==> src/rtl/alu_arbiter_if.sv <==
// alu_arbiter_if: two requester req/rsp channels plus the shared ALU port
interface alu_arbiter_if #(parameter int TAG_WIDTH = 4);
  logic req_valid_0, req_valid_1, req_ready_0, req_ready_1;
  logic [2:0] req_op_0, req_op_1;
  logic [31:0] req_left_0, req_right_0, req_left_1, req_right_1;
  logic [TAG_WIDTH-1:0] req_tag_0, req_tag_1;
  logic rsp_valid_0, rsp_valid_1, rsp_ready_0, rsp_ready_1;
  logic [31:0] rsp_result_0, rsp_result_1;
  logic [TAG_WIDTH-1:0] rsp_tag_0, rsp_tag_1;
  logic [2:0] alu_operation;
  logic [31:0] alu_left, alu_right, alu_result;
  modport slave (
    input req_valid_0, req_valid_1, req_op_0, req_op_1,
    input req_left_0, req_right_0, req_left_1, req_right_1, req_tag_0, req_tag_1,
    input rsp_ready_0, rsp_ready_1, alu_result,
    output req_ready_0, req_ready_1, rsp_valid_0, rsp_valid_1,
    output rsp_result_0, rsp_result_1, rsp_tag_0, rsp_tag_1,
    output alu_operation, alu_left, alu_right
  );
  modport master (
    output req_valid_0, req_valid_1, req_op_0, req_op_1,
    output req_left_0, req_right_0, req_left_1, req_right_1, req_tag_0, req_tag_1,
    output rsp_ready_0, rsp_ready_1, alu_result,
    input req_ready_0, req_ready_1, rsp_valid_0, rsp_valid_1,
    input rsp_result_0, rsp_result_1, rsp_tag_0, rsp_tag_1,
    input alu_operation, alu_left, alu_right
  );
endinterface

==> src/rtl/alu_arbiter.sv <==
// alu_arbiter: shares one ALU between two requesters; ALU_ARB_FIXED_PRIORITY_EN makes requester 0 always win ties
module alu_arbiter #(parameter int TAG_WIDTH = 4) (
  input logic clock,
  input logic reset,
  alu_arbiter_if.slave bus
);
  typedef enum logic [1:0] {IDLE, EXEC, RESP} state_t;
  state_t state, state_n;
  logic owner, g0, g1, take, done;
  logic [2:0] op_q;
  logic [31:0] left_q, right_q, result_q;
  logic [TAG_WIDTH-1:0] tag_q;
`ifdef ALU_ARB_FIXED_PRIORITY_EN
  assign g0 = bus.req_valid_0;
`else
  logic last;
  assign g0 = bus.req_valid_0 & (~bus.req_valid_1 | last);
`endif
  assign g1 = bus.req_valid_1 & ~g0;
  assign take = (state == IDLE) & (g0 | g1) & ~reset;
  assign done = (state == RESP) & (owner ? bus.rsp_ready_1 : bus.rsp_ready_0);
  assign bus.req_ready_0 = (state == IDLE) & g0 & ~reset;
  assign bus.req_ready_1 = (state == IDLE) & g1 & ~reset;
  assign bus.alu_operation = op_q;
  assign bus.alu_left = left_q;
  assign bus.alu_right = right_q;
  assign bus.rsp_valid_0 = (state == RESP) & ~owner;
  assign bus.rsp_valid_1 = (state == RESP) & owner;
  assign bus.rsp_result_0 = bus.rsp_valid_0 ? result_q : '0;
  assign bus.rsp_result_1 = bus.rsp_valid_1 ? result_q : '0;
  assign bus.rsp_tag_0 = bus.rsp_valid_0 ? tag_q : '0;
  assign bus.rsp_tag_1 = bus.rsp_valid_1 ? tag_q : '0;
  always_ff @(posedge clock)
    state <= reset ? IDLE : state_n;
  always_comb begin
    state_n = state;
    state_n = (state == IDLE) ? (take ? EXEC : IDLE) :
              (state == EXEC) ? RESP : (done ? IDLE : RESP);
  end
  always_ff @(posedge clock) begin
    if (reset) begin
      op_q <= '0;
      left_q <= '0;
      right_q <= '0;
      tag_q <= '0;
      result_q <= '0;
      owner <= 1'b0;
`ifndef ALU_ARB_FIXED_PRIORITY_EN
      last <= 1'b1;
`endif
    end else begin
      if (take) begin
        op_q <= g1 ? bus.req_op_1 : bus.req_op_0;
        left_q <= g1 ? bus.req_left_1 : bus.req_left_0;
        right_q <= g1 ? bus.req_right_1 : bus.req_right_0;
        tag_q <= g1 ? bus.req_tag_1 : bus.req_tag_0;
        owner <= g1;
      end
      if (state == EXEC) result_q <= bus.alu_result;
`ifndef ALU_ARB_FIXED_PRIORITY_EN
      if (done) last <= owner;
`endif
    end
  end
endmodule

==> src/flat_wrapper.sv <==
// flat-port wrapper written by rule: the top's interface ports become plain ports
module alu_arbiter_flat 
#(parameter int TAG_WIDTH = 4)
  (clock, reset, bus_req_valid_0, bus_req_valid_1, bus_req_op_0, bus_req_op_1, bus_req_left_0, bus_req_right_0, bus_req_left_1, bus_req_right_1, bus_req_tag_0, bus_req_tag_1, bus_rsp_ready_0, bus_rsp_ready_1, bus_alu_result, bus_req_ready_0, bus_req_ready_1, bus_rsp_valid_0, bus_rsp_valid_1, bus_rsp_result_0, bus_rsp_result_1, bus_rsp_tag_0, bus_rsp_tag_1, bus_alu_operation, bus_alu_left, bus_alu_right);
  alu_arbiter_if #(.TAG_WIDTH(TAG_WIDTH)) bus_i ();
  input logic clock;
  input logic reset;
  input wire logic [$bits(bus_i.req_valid_0)-1:0] bus_req_valid_0;
  input wire logic [$bits(bus_i.req_valid_1)-1:0] bus_req_valid_1;
  input wire logic [$bits(bus_i.req_op_0)-1:0] bus_req_op_0;
  input wire logic [$bits(bus_i.req_op_1)-1:0] bus_req_op_1;
  input wire logic [$bits(bus_i.req_left_0)-1:0] bus_req_left_0;
  input wire logic [$bits(bus_i.req_right_0)-1:0] bus_req_right_0;
  input wire logic [$bits(bus_i.req_left_1)-1:0] bus_req_left_1;
  input wire logic [$bits(bus_i.req_right_1)-1:0] bus_req_right_1;
  input wire logic [$bits(bus_i.req_tag_0)-1:0] bus_req_tag_0;
  input wire logic [$bits(bus_i.req_tag_1)-1:0] bus_req_tag_1;
  input wire logic [$bits(bus_i.rsp_ready_0)-1:0] bus_rsp_ready_0;
  input wire logic [$bits(bus_i.rsp_ready_1)-1:0] bus_rsp_ready_1;
  input wire logic [$bits(bus_i.alu_result)-1:0] bus_alu_result;
  output wire logic [$bits(bus_i.req_ready_0)-1:0] bus_req_ready_0;
  output wire logic [$bits(bus_i.req_ready_1)-1:0] bus_req_ready_1;
  output wire logic [$bits(bus_i.rsp_valid_0)-1:0] bus_rsp_valid_0;
  output wire logic [$bits(bus_i.rsp_valid_1)-1:0] bus_rsp_valid_1;
  output wire logic [$bits(bus_i.rsp_result_0)-1:0] bus_rsp_result_0;
  output wire logic [$bits(bus_i.rsp_result_1)-1:0] bus_rsp_result_1;
  output wire logic [$bits(bus_i.rsp_tag_0)-1:0] bus_rsp_tag_0;
  output wire logic [$bits(bus_i.rsp_tag_1)-1:0] bus_rsp_tag_1;
  output wire logic [$bits(bus_i.alu_operation)-1:0] bus_alu_operation;
  output wire logic [$bits(bus_i.alu_left)-1:0] bus_alu_left;
  output wire logic [$bits(bus_i.alu_right)-1:0] bus_alu_right;
  assign bus_i.req_valid_0 = bus_req_valid_0;
  assign bus_i.req_valid_1 = bus_req_valid_1;
  assign bus_i.req_op_0 = bus_req_op_0;
  assign bus_i.req_op_1 = bus_req_op_1;
  assign bus_i.req_left_0 = bus_req_left_0;
  assign bus_i.req_right_0 = bus_req_right_0;
  assign bus_i.req_left_1 = bus_req_left_1;
  assign bus_i.req_right_1 = bus_req_right_1;
  assign bus_i.req_tag_0 = bus_req_tag_0;
  assign bus_i.req_tag_1 = bus_req_tag_1;
  assign bus_i.rsp_ready_0 = bus_rsp_ready_0;
  assign bus_i.rsp_ready_1 = bus_rsp_ready_1;
  assign bus_i.alu_result = bus_alu_result;
  assign bus_req_ready_0 = bus_i.req_ready_0;
  assign bus_req_ready_1 = bus_i.req_ready_1;
  assign bus_rsp_valid_0 = bus_i.rsp_valid_0;
  assign bus_rsp_valid_1 = bus_i.rsp_valid_1;
  assign bus_rsp_result_0 = bus_i.rsp_result_0;
  assign bus_rsp_result_1 = bus_i.rsp_result_1;
  assign bus_rsp_tag_0 = bus_i.rsp_tag_0;
  assign bus_rsp_tag_1 = bus_i.rsp_tag_1;
  assign bus_alu_operation = bus_i.alu_operation;
  assign bus_alu_left = bus_i.alu_left;
  assign bus_alu_right = bus_i.alu_right;
  alu_arbiter #(.TAG_WIDTH(TAG_WIDTH)) u_core (.clock(clock), .reset(reset), .bus(bus_i));
endmodule
==> config.mk <==
export PLATFORM = sky130hd
export DESIGN_NAME = alu_arbiter_flat
export DESIGN_NICKNAME = d
export VERILOG_FILES = /design/src/rtl/alu_arbiter_if.sv /design/src/rtl/alu_arbiter.sv /design/src/flat_wrapper.sv
export SDC_FILE = /design/constraint.sdc
export NUM_CORES = 1
export LEC_CHECK = 0
export BUFFER_PORTS_ARGS = -buffer_cell sky130_fd_sc_hd__buf_2
export CORE_AREA = 2 2 126 128
export CTS_CLUSTER_SIZE = 28
export DETAILED_ROUTE_END_ITERATION = 10
export DIE_AREA = 0 0 128 130
export GPL_TIMING_DRIVEN = 0
export PLACE_DENSITY = 0.79
export SETUP_SLACK_MARGIN = 0.2
export SYNTH_ARGS = -nofsm -noshare
export SYNTH_HDL_FRONTEND = slang
export SYNTH_SLANG_ARGS = --single-unit
export TNS_END_PERCENT = 50
==> constraint.sdc <==
create_clock -name clock -period 3.7 [get_ports clock]
set_clock_uncertainty 0.05 [all_clocks]
set_input_delay 0.74 -clock clock [delete_from_list [all_inputs] [get_ports clock]]
set_output_delay 0.74 -clock clock [all_outputs]
set_load 0.03 [all_outputs]
# After elaboration in Yosys (flattened, before gate mapping)
# Index checks and enable logic that the tools add are counted.
# word_totals
reg_bits,107
input_bits,180
output_inout_bits,143
elab_cells,41
# classes
eq_ne,2
mux,13
bitwise_logic,17
reduce_logical,1
# ops
op,n
$mux 32,4
$mux 4,3
$and 1x1->1,11
$mux 2,3
$not 1->1,4
$mux 3,1
$eq 2x1->1 const B,1
$eq 2x2->1 const B,1
$logic_not 2->1,1
$mux 1,2
$or 1x1->1,2

# Longest topological paths before layout
# Gate-level depths: netlist of the first run.
# depth
ltp_word,10
ltp_mapped,5
depth_no_buf,3

# Worst setup path before layout of the first run
# OpenSTA, ideal clock, no wires.
# synth_path
path_kind,input-to-output
startpoint,input port bus_req_valid_1
endpoint,output port bus_req_ready_1
t_arrival_ns,1.548
required_time_ns,2.910
setup_slack_ns,1.362
stages,4
n_path_buf,2
path_cell_list,a21boi_2 buf_6 buf_4 and2_1
# synth_via
elab_chain_len,7
# synth_rtl
item,line_no,text
from (decl),flat_wrapper.sv:9,input wire logic [$bits(bus_i.req_valid_1)-1:0] bus_req_valid_1;
$not 1->1,alu_arbiter.sv:17,assign g0 = bus.req_valid_0 & (~bus.req_valid_1 | last);
$or 1x1->1,alu_arbiter.sv:17,
$and 1x1->1,alu_arbiter.sv:17,
$not 1->1,alu_arbiter.sv:19,assign g1 = bus.req_valid_1 & ~g0;
$and 1x1->1 *,alu_arbiter.sv:19,
$and 1x1->1 * (2 in a row),alu_arbiter.sv:23,assign bus.req_ready_1 = (state == IDLE) & g1 & ~reset;
to (decl),flat_wrapper.sv:22,output wire logic [$bits(bus_i.req_ready_1)-1:0] bus_req_ready_1;
# Mark *: on every way between the ends. The rest lies on a longest branch, timed or not.

# Worst setup path in the final report of the first run
# layout_path
startpoint,register u_core.state[1]
endpoint,output port bus_rsp_result_0[13]
# layout_via
elab_chain_len,3
# layout_rtl
item,line_no,text
from (decl),alu_arbiter.sv:8,"state_t state, state_n;"
from (signal assigned),alu_arbiter.sv:34,state <= reset ? IDLE : state_n;
$eq 2x2->1,alu_arbiter.sv:27,assign bus.rsp_valid_0 = (state == RESP) & ~owner;
$and 1x1->1,alu_arbiter.sv:27,
$mux 32,alu_arbiter.sv:29,assign bus.rsp_result_0 = bus.rsp_valid_0 ? result_q : '0;
to (decl),flat_wrapper.sv:25,output wire logic [$bits(bus_i.rsp_result_0)-1:0] bus_rsp_result_0;
# No other way between the ends.

==> summary.md, run 1 <==
The fraction of layout cells with a size suffix above 1 was 42.3%. The logs give 3.72 nW for the leakage component of the power and 1.07 ns for the minimum setup slack in the final design. IR analysis of the VDD net gives a maximum drop of 0.000244 V.

For the number of antenna violations at the first check in global routing, the log shows 0. STA classifies the critical path endpoint as an output pin. Entering global routing, the biggest net connects 17 pins.

The via count of the first global-routing pass was 4558. The run gives 39.9% as the sequential-to-total area share from yosys stat. The number of nets in the synthesized netlist is 729. The number of antenna repair diodes is 0. The run gives 22 as the count of unique library cells instantiated by Yosys.

After synthesis, the share of flip-flops with an asynchronous set or reset is 0%. The routed design could run at a clock period as short as 2.63 ns. The tools report the post-route cell area as 7500 um2. The maximum cell stage delay along the critical path is 0.43 ns. The count of filler cells inserted in the layout was 1542; the wire length on met1 was 6.64 mm. The slowest library cell on the worst path is dfxtp_1.

Top flip-flop cell by instance count after synthesis: dfxtp_1. Once placement finished, the instance area stood at 7220 um2. The run finished with clean final reports. Cells fill 48.6% of the core in the end. In this run the post-CTS setup repair buffer count came out at 0. Timing analysis after detailed placement gives a worst setup slack of 1.09 ns.

The run gives 0 as the hold violation total from the final report. Relative to the synthesized area, the layout overhead comes to 39.8%. Counting every sink on the clock net gives 107. The first global-routing pass estimated 22.9 mm of wire.

For the overall power consumption, the log shows 3.08 mW. The die area was 16600 um2. The overall die width was 128 um. In the routed design, unresolved DRC markers number 0. Most frequent cell on the critical path: buf_2.

After routing, the total negative slack on setup checks comes to 0 ns. The portion of the clock cycle consumed by the worst path in the final layout came out at 71.1%. Using the TritonRoute via totals, the vias-per-cell ratio works out to 4.59.

The overflow left after global routing was 0; the register cell area after layout was 2140 um2. Setup repair after global routing left no endpoint under its margin. The area of combinational cells with multiple inputs was 2860 um2; the normalized max-slew margin was 75.9%. The logs give 0 for the number of buffers inserted for hold repair after clock tree synthesis and 9 for the number of buffers added by the clock tree synthesis step.

Gates resized during post-CTS repair numbered 0. The Yosys step of the flow raised 0 warnings. The synthesized design contains 107 register bits.

The tools report the cell total after placement as 1063. The count of buffers added on input and output ports is 322. TritonCTS built the clock tree. Row generation in the floorplan step produced 46 rows.

The run gives 0 as the final count of pins violating max slew. The run gives 7.91 mm as the routed length on met2. The startpoint kind of the worst setup timing path was a flip-flop. The worst hold margin came out at 0.408 ns.

The clock-pin slew on the worst setup and hold paths came out at 0.07 ns. Wire segments on met3 add up to 791 um in the final route. Across the run, the number of max-cap violations was 0.

The critical path start-end classification is reg -> out. The number of setup violations in the final report came out at 0. The critical path required time came out at 2.91 ns.

In this run the clock root is driven by a clkbuf_16. The min-delay analysis places its worst path in the category reg -> reg. At the end of routability-driven placement, the weighted congestion stood at 0.809.

The run gives 549 as the number of standard cells after synthesis. The vertical die dimension is 130 um, and the maximum fanout along the worst path is 10. For the total routing usage reported by global routing, the log shows 17.6%. Once the floorplan was initialized, standard cells occupied 34.8% of the core. The maximum root-to-sink buffer count is 2.

The aggregate routed wire length is 15.6 mm, and the upper clock frequency limit is 0.380 GHz. A synthesized cell averages 9.77 um2. CTS H-tree depth: 3. Routed via count: 4947. The critical path goes through nor3b_2, buf_2, clkbuf_2, and2_1, buf_2.

The count of antenna-violating nets left after detailed routing is 0, and the total iterations of the first detailed-routing run is 4. Routed signal wires occupy layers up through met4. The HPWL after detailed placement is 12.4 mm.

The core region is 15400 um2. In this run the cell area of the synthesized design comes to 5360 um2. At the end of the flow, the number of nets in the layout was 1062. The synthesized design contains 0 enable-type register cells.

The average wire per cell in the routed design is 14.5 um, and the number of DRC markers after the initial detailed-route iteration is 187. The non-filler instance count after layout is 1078. Dividing total power by cell area gives a power density of 411 nW/um2. The critical path data arrival time is 1.84 ns, and the number of top-level design ports is 323. The later pin in the worst-skew pair is clocked with a latency of 0.34 ns. The slew of the pin with the lowest slew margin came out at 0.362 ns.
report_power, final:
| part | internal (mW) | total, mW | leakage, nW | switching (mW) |
|---|---|---|---|---|
| Combinational | 0.326 | 0.789 | 2.70 | 0.464 |
| Clock | 0.520 | 0.945 | 0.134 | 0.426 |
| Sequential | 1.27 | 1.34 | 0.883 | 0.0719 |
state kept, by name (all words and copies together) (netlist names):
register and cells:
u_core.bus.alu_right 32, u_core.owner 1, u_core.result_q 32, u_core.state 2, u_core.bus.alu_operation 3, u_core.tag_q 4, u_core.bus.alu_left 32, u_core.last 1
cells by family (layout without fill, tap and decap cells):
| logic type | Yosys count | after routing | share of synthesized area [%] |
|---|---|---|---|
| buffers and inverters | 42 | 379 | 6.83 |
| AND/OR/NAND/NOR | 219 | 219 | 22.6 |
| AO/OA/AOI/OAI | 38 | 38 | 3.92 |
| flip-flops | 107 | 107 | 39.9 |
| multiplexers | 143 | 143 | 26.7 |
worst max-delay path: cells and delay by family, from the launching register on:
family        cells  cell delay (ns)
buf+inv           3             0.69
flops             1             0.43
simple gates      2             0.38
layout by cell type, fill, tap and decap left out, drive strengths merged:
master / count
and3b: 1
nand2b: 73
clkinv: 2
nor3: 1
mux2i: 143
nor3b: 1
a21boi: 1
a21oi: 34
nand2: 66
clkinvlp: 2
clkbuf: 22
o21a: 1
a21bo: 1
buf: 352
a221o: 1
dfxtp: 107
and3: 1
and2b: 1
nor2: 2
bufinv: 1
and2: 73
routing by layer:
metal | vias up | GRT usage, %
met4 | 0 | 6.27
met2 | 171 | 31.6
met1 | 2276 | 20.9
met3 | 16 | 3.57
met5 | - | 0
li1 | 2484 | -
cells in the mapped netlist, drive strengths merged, types with 2 or more instances:
library cell / count / area (um2)
and2: 73 / 457
buf: 30 / 317
nand2b: 73 / 457
clkbuf: 12 / 50.1
a21oi: 34 / 170
mux2i: 143 / 1430
nand2: 66 / 248
dfxtp: 107 / 2140
nor2: 2 / 7.51
final timing paths:
kind | startpoint | to | slack [ns] | cells after the start
max reg2reg | u_core.last | u_core.bus.alu_left[2] | 2.14 | 5
min | u_core.result_q[13] | u_core.result_q[13] | 0.41 | 2
max | u_core.state[1] | bus_rsp_result_0[13] | 1.07 | 5
min reg2reg | u_core.result_q[13] | u_core.result_q[13] | 0.41 | 2
cell type report:
| class | count | share of cell area (%) |
|---|---|---|
| repair buffers | 322 | 21.5 |
| clock inverters | 5 | 0.734 |
| flip-flops and latches | 107 | 28.6 |
| multi-input cells | 400 | 38.1 |
| well taps | 192 | 3.20 |
| clock buffers | 10 | 3.05 |
| plain buffers | 42 | 4.89 |
(Power assumes the default switching activity.)
==> inputs of run 2 (changes only) <==
Clock period 3.7 ns to 2.61 ns, I/O delays scaled along.
==> summary.md, run 2 (same netlist as run 1, synthesis figures left out) <==
The flow ran to the end, and the final reports show no timing, DRC or antenna violations. The vertical die dimension was 130 um (unchanged). The worst reg-to-reg path cell count works out to 5 (unchanged).

In the finished design, the share of the clock period the worst path needs comes to 88.0%. For the max-capacitance violation count, the log shows 0 (unchanged). The count of antenna-violating nets left after detailed routing came out at 0 (unchanged).

Number of antenna repair diodes: 0 (unchanged). The top cell types in the final layout, fill and taps aside, are buf_2 (334), mux2i_1 (143), dfxtp_1 (104). The CTS H-tree depth is 3 (unchanged). The count of nets after finishing was 1062 (unchanged). For the worst hold margin, the log shows 0.361 ns (-0.0468 ns). The worst register-to-register path begins at u_core.last.

The final critical path time including I/O delays and setup was 2.30 ns; the core region area was 15400 um2 (unchanged). The source-to-sink clock delay at the later pin of the worst-skew pair is 0.34 ns (about the same), and the die area is 16600 um2 (unchanged). In this run the critical register-to-register path is captured at u_core.bus.alu_left[2]. The type of the tightest min-delay check was in -> reg.

The run gives 4556 (-0.044%) as the via count of the first global-routing pass. In this run the worst setup path terminates at bus_rsp_result_1[13]. For the total iterations of the first detailed-routing run, the log shows 4 (unchanged). The hold violation total from the final report was 0 (unchanged); the worst slack at placement was 0.432 ns (-0.654 ns). The register cell area after layout was 2150 um2 (+0.18%). The run gives 15.6 mm (about the same) as the aggregate routed wire length. The minimum setup slack in the final design is 0.312 ns (-0.757 ns), and the normalized max-slew margin is 75.7% (-0.21 points). STA classifies the critical path startpoint as a flip-flop. In this run the worst setup path begins at u_core.state[0].

The critical path data arrival time is 1.73 ns (-0.11 ns), and the fraction of layout cells with a size suffix above 1 is 42.7% (+0.34 points). The area of combinational cells with multiple inputs was 2860 um2 (+0.22%). The register-to-register setup slack was 1.05 ns (-1.09 ns); the critical path required time was 2.04 ns (-0.87 ns). The count of filler cells inserted in the layout is 1539 (-0.19%), and the wire length of the first global-routing pass is 22.9 mm (about the same). The most frequent standard cell in the layout excluding fill and tap cells was buf_2. The run gives 3.72 nW (about the same) as the leakage component of the power.

The number of DRC markers after the initial detailed-route iteration is 198 (+5.9%). The maximum fanout along the worst path is 10 (unchanged), and the overall die width is 128 um (unchanged). The final weighted congestion in routability-driven placement was 0.809 (unchanged). The half-perimeter wire length after detailed placement is 12.4 mm (unchanged).

The total routing usage reported by global routing was 17.6% (about the same). The average wire per cell in the routed design is 14.5 um (about the same). By startpoint and endpoint, the worst setup path is classified as reg -> out. The total of buffers placed on input and output ports came out at 322 (unchanged). The worst supply voltage drop on vdd was 0.000347 V (+42%); the clock-pin slew on the worst setup and hold paths was 0.07 ns (about the same). The routed via count was 4948 (+0.020%). The overflow left after global routing came out at 0 (unchanged). The tools report the kind of end point of the critical path as an output pin.

The mean number of vias per cell is 4.59 (about the same). For the number of buffers added by the clock tree synthesis step, the log shows 9 (unchanged). Setup repair after global routing left no endpoint under its margin. The logs give 0.435 GHz for the upper clock frequency limit and 0 (unchanged) for the total DRC errors in the routed layout. The number of antenna violations at the first check in global routing was 0 (unchanged); the post-synthesis to final-layout area growth was 40.1%. The run gives 1078 (unchanged) as the non-filler instance count after layout.

Root buffer cell: clkbuf_16. The number of top-level design ports was 323 (unchanged); the number of cell rows was 46 (unchanged). The slew of the pin with the lowest slew margin is 0.365 ns (+0.00308 ns). The run gives 1063 (unchanged) as the cell total after placement. TritonCTS built the clock tree. Areal power density over the cells: 581 nW/um2 (+42%). For the maximum number of pins on one net before global-route repair, the log shows 17 (unchanged). The run gives 34.8% (unchanged) as the initial cell density of the core. The run gives 107 (unchanged) as the number of sinks driven by the clock tree. Final count of pins violating max slew: 0 (unchanged).

The maximum root-to-sink buffer count came out at 2 (unchanged). The number of setup violations in the final report is 0 (unchanged), and the total negative setup slack is 0 ns (unchanged).
run 2: what timing repair did:
action / 4_1_cts / 5_1_grt
pin swaps: 0 / 0
resized for setup: 1 / 5
gates cloned: 0 / 0
hold buffers: 0 / 0
buffers inserted: 0 / 0
setup endpoints to repair: 4 / 42
run 2: how the worst min path moves through the flow:
stage,cells past startpoint,startpoint,slack [ns],end
final,3,bus_alu_result[20],0.36,u_core.result_q[20]
after floorplan,2,u_core.result_q[0],0.39,u_core.result_q[0]
after global placement,2,u_core.result_q[8],0.40,u_core.result_q[8]
after global routing,3,bus_alu_result[4],0.35,u_core.result_q[4]
after CTS,3,bus_alu_result[24],0.34,u_core.result_q[24]
after detailed placement,2,u_core.result_q[13],0.40,u_core.result_q[13]
run 2: routing by layer:
layer  part of all wire [%]  wire [um]  global-route usage [%]
met3                    5.2        809                    3.57
met4                    1.6        256                    6.27
met5                      0          0                       0
met1                     42       6620                    20.9
met2                     51       7900                    31.6
run 2: power by group:
part	internal, mW	leakage [nW]	switching (mW)	total, mW
clock network	0.736	0.134	0.602	1.34
logic	0.463	2.70	0.657	1.12
registers	1.81	0.884	0.103	1.91
run 2: stage by stage:
step           total power [mW]  util, %  instance area [um2]
3_3_place_gp               3.05     46.8                 7220
4_1_cts                    4.42     48.6                 7500
6_report                   4.37     48.7                 7510
3_5_place_dp               3.07     46.8                 7220
5_1_grt                    4.56     48.7                 7510
2_1_floorplan              2.66        -                 5360
run 2: area by class of cell:
class / instances / area share [%]
sequential: 107 / 28.6
buffer: 42 / 4.95
clock inverter: 5 / 0.733
clock buffer: 10 / 3.05
timing repair buffer: 322 / 21.4
multi-input combinational: 400 / 38.1
tap: 192 / 3.20
run 2: worst max-delay path, cell delays in order (launching register included):
cell and delay [ns]:
dfxtp_2 0.37, and3b_1 0.25, clkbuf_4 0.21, clkbuf_2 0.21, and2_1 0.15, buf_2 0.19
